## src/rtl/instr_fetch_sequencer.sv

```systemverilog
// Instruction fetch sequencer: fetch from IMEM, decode immediate/format, hold for execute handshake.
// Optional ILLEGAL_TRAP_EN macro adds a FAULT state entered after an illegal instruction is accepted.
module instr_fetch_sequencer #(
    parameter int unsigned      Width    = 32,
    parameter logic [Width-1:0] RESET_PC = Width'(32'h0000_0000)
) (
    input  logic             clk,
    input  logic             reset,
    output logic             imem_req,
    output logic [Width-1:0] imem_addr,
    input  logic             imem_ack,
    input  logic [Width-1:0] imem_rdata,
    output logic             dec_valid,
    input  logic             dec_ready,
    output logic [Width-1:0] dec_instr,
    output logic [Width-1:0] dec_imm,
    output logic [2:0]       dec_fmt,
    output logic [Width-1:0] dec_pc,
    input  logic             redirect_valid,
    input  logic [Width-1:0] redirect_pc
);

    localparam logic [2:0] FMT_R   = 3'd0;
    localparam logic [2:0] FMT_I   = 3'd1;
    localparam logic [2:0] FMT_S   = 3'd2;
    localparam logic [2:0] FMT_B   = 3'd3;
    localparam logic [2:0] FMT_U   = 3'd4;
    localparam logic [2:0] FMT_J   = 3'd5;
    localparam logic [2:0] FMT_ILL = 3'd7;

    typedef enum logic [2:0] {
        IDLE,
        FETCH,
        DECODE,
        HOLD
`ifdef ILLEGAL_TRAP_EN
        , FAULT
`endif
    } state_t;

    state_t             state_q, state_d;
    logic [Width-1:0]   pc_q, pc_d;
    logic [Width-1:0]   ir_q;
    logic               ir_load, dec_load;
    logic [31:0]        word;
    logic signed [31:0] imm32;
    logic [2:0]         fmt_c;

    assign imem_addr = pc_q;
    assign word      = ir_q[31:0];

    // Next-state and load strobes; a redirect overrides everything outside IDLE
    always_comb begin
        state_d  = state_q;
        pc_d     = pc_q;
        ir_load  = 1'b0;
        dec_load = 1'b0;
        case (state_q)
            IDLE:   state_d = FETCH;
            FETCH: begin
                if (imem_ack) begin
                    ir_load = 1'b1;
                    state_d = DECODE;
                end
            end
            DECODE: begin
                dec_load = 1'b1;
                state_d  = HOLD;
            end
            HOLD: begin
                if (dec_ready) begin
                    pc_d    = pc_q + Width'(4);
                    state_d = FETCH;
`ifdef ILLEGAL_TRAP_EN
                    if (dec_fmt == FMT_ILL) begin
                        pc_d    = pc_q;
                        state_d = FAULT;
                    end
`endif
                end
            end
`ifdef ILLEGAL_TRAP_EN
            FAULT:  state_d = FAULT;
`endif
            default: state_d = IDLE;
        endcase
        if (redirect_valid && (state_q != IDLE)) begin
            state_d  = FETCH;
            pc_d     = redirect_pc;
            ir_load  = 1'b0;
            dec_load = 1'b0;
        end
    end

    // Immediate extraction and format classification by opcode
    always_comb begin
        imm32 = '0;
        fmt_c = FMT_ILL;
        case (word[6:0])
            7'b0000011, 7'b0010011, 7'b1100111: begin
                imm32 = {{20{word[31]}}, word[31:20]};
                fmt_c = FMT_I;
            end
            7'b0100011: begin
                imm32 = {{20{word[31]}}, word[31:25], word[11:7]};
                fmt_c = FMT_S;
            end
            7'b1100011: begin
                imm32 = {{19{word[31]}}, word[31], word[7], word[30:25], word[11:8], 1'b0};
                fmt_c = FMT_B;
            end
            7'b0110111, 7'b0010111: begin
                imm32 = {word[31:12], 12'b0};
                fmt_c = FMT_U;
            end
            7'b1101111: begin
                imm32 = {{11{word[31]}}, word[31], word[19:12], word[20], word[30:21], 1'b0};
                fmt_c = FMT_J;
            end
            7'b0110011: begin
                imm32 = '0;
                fmt_c = FMT_R;
            end
            default: begin
                imm32 = '0;
                fmt_c = FMT_ILL;
            end
        endcase
    end

    always_ff @(posedge clk or posedge reset) begin
        if (reset) begin
            state_q <= IDLE;
        end else begin
            state_q <= state_d;
        end
    end

    // Datapath and registered handshake outputs
    always_ff @(posedge clk or posedge reset) begin
        if (reset) begin
            pc_q      <= RESET_PC;
            ir_q      <= '0;
            imem_req  <= 1'b0;
            dec_valid <= 1'b0;
            dec_instr <= '0;
            dec_imm   <= '0;
            dec_fmt   <= FMT_R;
            dec_pc    <= '0;
        end else begin
            pc_q      <= pc_d;
            imem_req  <= (state_d == FETCH);
            dec_valid <= (state_d == HOLD);
            if (ir_load) begin
                ir_q <= imem_rdata;
            end
            if (dec_load) begin
                dec_instr <= ir_q;
                dec_imm   <= Width'(imm32);
                dec_fmt   <= fmt_c;
                dec_pc    <= pc_q;
            end
        end
    end

endmodule
```

## config.mk

```make
export PLATFORM = sky130hd
export DESIGN_NAME = instr_fetch_sequencer
export DESIGN_NICKNAME = d
export VERILOG_FILES = /design/src/rtl/instr_fetch_sequencer.sv
export SDC_FILE = /design/constraint.sdc
export NUM_CORES = 1
export LEC_CHECK = 0
export CAP_MARGIN = 20
export CORE_MARGIN = 1.5
export CORE_UTILIZATION = 48
export CTS_CLUSTER_SIZE = 10
export DETAILED_ROUTE_END_ITERATION = 10
export PLACE_DENSITY = 0.81
export SYNTH_ARGS = -nofsm -noshare
export SYNTH_HDL_FRONTEND = slang
export SYNTH_SLANG_ARGS = --single-unit
```

## constraint.sdc

```tcl
create_clock -name clk -period 7.8 [get_ports clk]
set_clock_uncertainty 0.15 [all_clocks]
set_input_delay 1.56 -clock clk [delete_from_list [all_inputs] [get_ports clk]]
set_output_delay 1.56 -clock clk [all_outputs]
set_load 0.02 [all_outputs]
```

# Yosys cells after proc, flatten, opt, wreduce, memory -nomap -nowiden
# Index checks and enable logic that the tools add are counted.
totals:
  register_bits: 168
  latchBits: 0
  mem_bits_rw: 0
  mem_bits_ro: 0
  input_bits: 69
  output_inout_bits: 133
  elab_cells: 46
  memories: 0
classes:
  addsub: 1
  multipliers: 0
  n_div: 0
  n_lt_le_gt_ge: 0
  eq_ne: 14
  shift: 0
  mux: 14
  n_bitwise: 0
  n_reduce_logical: 8
op_table:
  columns: ["cell", "n"]
  rows:
  - ["$pmux W32 S5", 1]
  - ["$mux W32", 3]
  - ["$add A32 B3 Y32 const B", 1]
  - ["$eq A7 B6 Y1 const B", 3]
  - ["$eq A7 B7 Y1 const B", 3]
  - ["$pmux W3 S6", 1]
  - ["$eq A7 B5 Y1 const B", 2]
  - ["$pmux W3 S4", 1]
  - ["$eq A3 B2 Y1 const B", 3]
  - ["$mux W3", 3]
  - ["$eq A7 B2 Y1 const B", 1]
  - ["$eq A3 B1 Y1 const B", 2]
  - ["$mux W1", 5]
  - ["$reduce_bool A2 Y1", 2]
  - ["$logic_not A3 Y1", 1]
  - ["$reduce_bool A3 Y1", 1]
  - ["$reduce_or A3 Y1", 1]
  - ["$reduce_and A2 Y1", 1]
  - ["$reduce_or A2 Y1", 1]
  - ["$logic_and A1 B1 Y1", 1]

# Depth between registers and ports, before layout
depth:
  depth_word: 4
  depth_mapped: 8
  mapped_depth_nobuf: 6

# Worst setup path after synthesis
# No wires, ideal clock.
synth_timing:
  path_type: "input port to flip-flop"
  start: "input dec_ready"
  end: "register pc_q[31] (netlist: imem_addr[31])"
  setup_time_ns: 0.125
  arrival_time_ns: 2.740
  t_required_ns: 7.525
  path_slack_ns: 4.785
  stages: 5
  path_buffers: 0
  path_cell_list: "nand4b_4 nor4_4 nand4_1 xnor2_1 mux2_2"
synth_between:
  elab_chain_cells: 2
synth_rtl:
  columns: ["element", "line", "rtl"]
  rows:
  - ["start: declaration", "14", "input logic dec_ready,"]
  - ["$reduce_bool A2 Y1 (no source line)", null, null]
  - ["$reduce_and A2 Y1 (no source line)", null, null]
  - ["end signal: assignment", "151", "pc_q <= pc_d;"]
  - ["end: declaration", "42", "logic [Width-1:0] pc_q, pc_d;"]
# No other way between the ends.
# A chain may end at the register's enable or synchronous reset.

# Worst setup path after layout
layout_timing:
  start: "input redirect_valid"
  end: "register dec_imm[26]"
layout_between:
  elab_chain_cells: 2
layout_rtl:
  columns: ["element", "line", "rtl"]
  rows:
  - ["start: declaration", "19", "input logic redirect_valid,"]
  - ["$logic_and A1 B1 Y1", "87", "if (redirect_valid && (state_q != IDLE)) begin"]
  - ["$mux W1", "87", null]
  - ["end signal: assignment", "159", "dec_imm <= Width'(imm32);"]
  - ["end: declaration", "16", "output logic [Width-1:0] dec_imm,"]
# No other way between the ends.

==> run_results.csv <==
group,metric,value,unit
timing,period_needed,3.829,ns
synthesis,ys_seq_area_frac,0.5968,
outcome,status,"finished clean",
global_route,antenna_found_initial,0,
clock_network,insertion_delay,0.42,ns
clock_network,cts-root-buf,"clkbuf_16",
global_route,grt_pass1_wl,28.58,mm
layout,register_area,4204,um^2
synthesis,synth_ff_type,"dfrtp_1",
floorplan,dieArea,15410,um^2
clock_network,cts_buffers,17,
critical_path,ff2ff_setup_slack,4.99,ns
route,antenna_left,0,
power_and_ir_drop,peakVddDrop,0.0001680,V
timing,setup_viol,0,
floorplan,rows,44,
clock_network,cts_resized,0,
clock_network,cts_tree,"built",
floorplan,chipHeight,124.1,um
placement,port_buffers,201,
synthesis,synth_edf_count,0,
layout,nFillCells,1083,
layout,final_common_cell,"nand2_1",
critical_path,crit_path_end_kind,"flop",
synthesis,yosys_warnings,0,
global_route,grt_start_max_net_pins,103,
route,routedWlPerCell,17.06,um
synthesis,netlist_top_cells_area,"dfrtp_1 60%, nand2_1 11%, mux2_2 5.9%",
placement,hpwl,11.96,mm
synthesis,yosysUniqueCellTypes,52,
global_route,grt_pass1_vias,5506,
critical_path,critPathMaxFanout,70,
critical_path,path_delay_family,"buffers and inverters",
synthesis,yosysTopAreaCell,"dfrtp_1",
critical_path,worstPathCellList,"clkdlybuf4s50_1 -> or3b_1 -> nor2_4 -> buf_4 -> and2_1 -> a221o_1",
timing,setup_tns,0,ns
global_route,grt.total_usage,0.2455,
timing,slew-limit-headroom,0.3886,
layout,antenna_cells,0,
layout,multiInputGateArea,2685,um^2
floorplan,core_area,14420,um^2
layout,area_growth,38.61,%
synthesis,yosys.area.top_type_share,0.5968,
timing,worst_slack,3.971,ns
worst_hold_path,min_to,"dec_instr[9]",
run,max-cap-violations,0,
critical_path,crit_arrival,4.04,ns
placement,place.gp.congestion,0.8038,
route,first_pass_iters,5,
route,drtIter0Drc,385,
floorplan,die_w,124.1,um
placement,dp_slack,3.599,ns
clock_network,clk_pin_slew,0.06,ns
layout,drive_gt1_frac,0.09648,
synthesis,async_reset_ff_frac,1.000,
floorplan,io_pins,202,
route,vias_per_cell,5.311,
timing,fmax,261.2,MHz
critical_path,start_kind,"primary input",
power_and_ir_drop,p_per_area,254.8,nW/um^2
critical_path,slowest_stage,"buf_4",
worst_hold_path,hp-class,"flop to flop",
worst_hold_path,hold_depth,2,
global_route,grt_overflow,0,
route,route.detailed.drc,0,
clock_network,postCtsSetupRepairBufs,0,
timing,rsz0062_at_grt,"false",
critical_path,crit_path_max_incr_delay,0.65,ns
worst_hold_path,hold_start,"dec_instr[9]",
clock_network,cts-hold-fix-buffers,0,
layout,layout_common_cells,"215 x nand2_1, 201 x clkdlybuf4s50_1, 168 x dfrtp_1, 46 x nor2_1, 39 x a21oi_1",
floorplan,initial_utilization,0.4884,
critical_path,cp.buffers_inverters,2,
timing,drv_slew,0,
critical_path,worst-setup-path-type,"primary input to flop",
critical_path,reg2regPathDepth,5,
route,dr_total_vias,5656,
synthesis,synthesis.area,7044,um^2
clock_network,clockBufferDepth,2,
critical_path,r2r_end,"dec_imm[26]",
timing,hold_violations,0,
synthesis,syn_area_per_cell,10.37,um^2
critical_path,regToRegStartpoint,"ir_q[3]",
layout,nets,938,
clock_network,cts_sinks,168,
synthesis,syn-num-nets,749,
synthesis,ys_seq_elements,168,
clock_network,htreeDepth,4,
timing,fin_crit_sh,0.4909,
critical_path,required,8.01,ns
route,routed_wl,18.17,mm
timing,worstMarginPinSlew,0.9153,ns
synthesis,synthCells,679,
power_and_ir_drop,p_leak,4.393,nW
==> per-stage QoR <==
stage / total power, mW / area, um^2 / hold slack (ns) / utilization / instances
floorplan: 1.398 / 7044 / 0.3052 / - / 679
global placement: 1.675 / 9185 / 0.3075 / 0.6368 / 1033
detailed placement: 1.688 / 9185 / 0.3125 / 0.6368 / 1033
CTS: 2.507 / 9764 / 0.3310 / 0.6770 / 1065
global route: 2.605 / 9764 / 0.3500 / 0.6770 / 1065
finish: 2.488 / 9764 / 0.3247 / 0.6770 / 1065
==> metal layers <==
metal  wire length, um  global-route usage  up-vias
met5                 0                   0        -
met4               174             0.07315        0
met3              1458             0.08333       13
met2              8626              0.3860      188
met1              7913              0.3240     2802
li1                  -                   -     2653
==> registers in the layout (all words and copies together), names as in the netlist <==
signal and cells:
imem_req 1, ir_q 32, dec_valid 1, imem_addr 32
dec_instr 32, dec_imm 32, state_q 3, dec_fmt 3
dec_pc 32
==> tightest hold or removal path: cells and delay by family (launching register included) <==
family	cells	cell delay (ns)
DFF	1	0.34
and+or+nand+nor	2	0.10
==> final cells by class <==
cell class	count	share of cell area
Clock buffer	24	0.05036
Sequential cell	168	0.4305
Clock inverter	8	0.008970
Multi-Input combinational cell	472	0.2750
Tap cell	184	0.02358
Inverter	3	0.001666
Timing Repair Buffer	206	0.2099
==> report_power, final <==
| part | switching, mW | leakage (nW) | internal, mW |
|---|---|---|---|
| Combinational | 0.268 | 1.98 | 0.274 |
| Clock | 0.337 | 0.274 | 0.477 |
| Sequential | 0.130 | 2.14 | 1.00 |
| Total | 0.734 | 4.39 | 1.75 |
==> synth_stat cells (all sizes together), types with 3 or more instances <==
cell,count
nand2,215
dfrtp,168
nor2,49
a21oi,39
mux2,37
xor2,23
buf,18
clkbuf,18
nand3,13
o21ai,13
nand4,12
a221o,11
a22o,6
xnor2,6
and3,5
and4,5
nor3,5
a221oi,4
inv,3
nor4,3
==> kinds of logic (layout without fill, tap and decap cells) <==
| kind of cell | count (synthesis) | after routing | share of synthesized area |
|---|---|---|---|
| mux | 37 | 37 | 0.05915 |
| fa+ha+maj | 1 | 1 | 0.001776 |
| buf+inv | 39 | 241 | 0.02504 |
| simple gates | 321 | 321 | 0.2032 |
| compound gates | 83 | 83 | 0.07744 |
| flops | 168 | 168 | 0.5968 |
| other cells | 1 | 1 | 0.0005323 |
| xor+xnor | 29 | 29 | 0.03606 |
==> worst max path at each step <==
stage                   startpoint          end  cells after the start  slack (ns)
floorplan                    reset   dec_fmt[0]                      1        1.54
global placement    redirect_valid  dec_imm[29]                      6        3.67
detailed placement  redirect_valid  dec_imm[21]                      6        3.60
CTS                 redirect_valid  dec_imm[26]                      6        4.01
global route        redirect_valid  dec_imm[29]                      6        3.83
finish              redirect_valid  dec_imm[26]                      6        3.97
No activity file was read; power rests on OpenSTA's default activity.
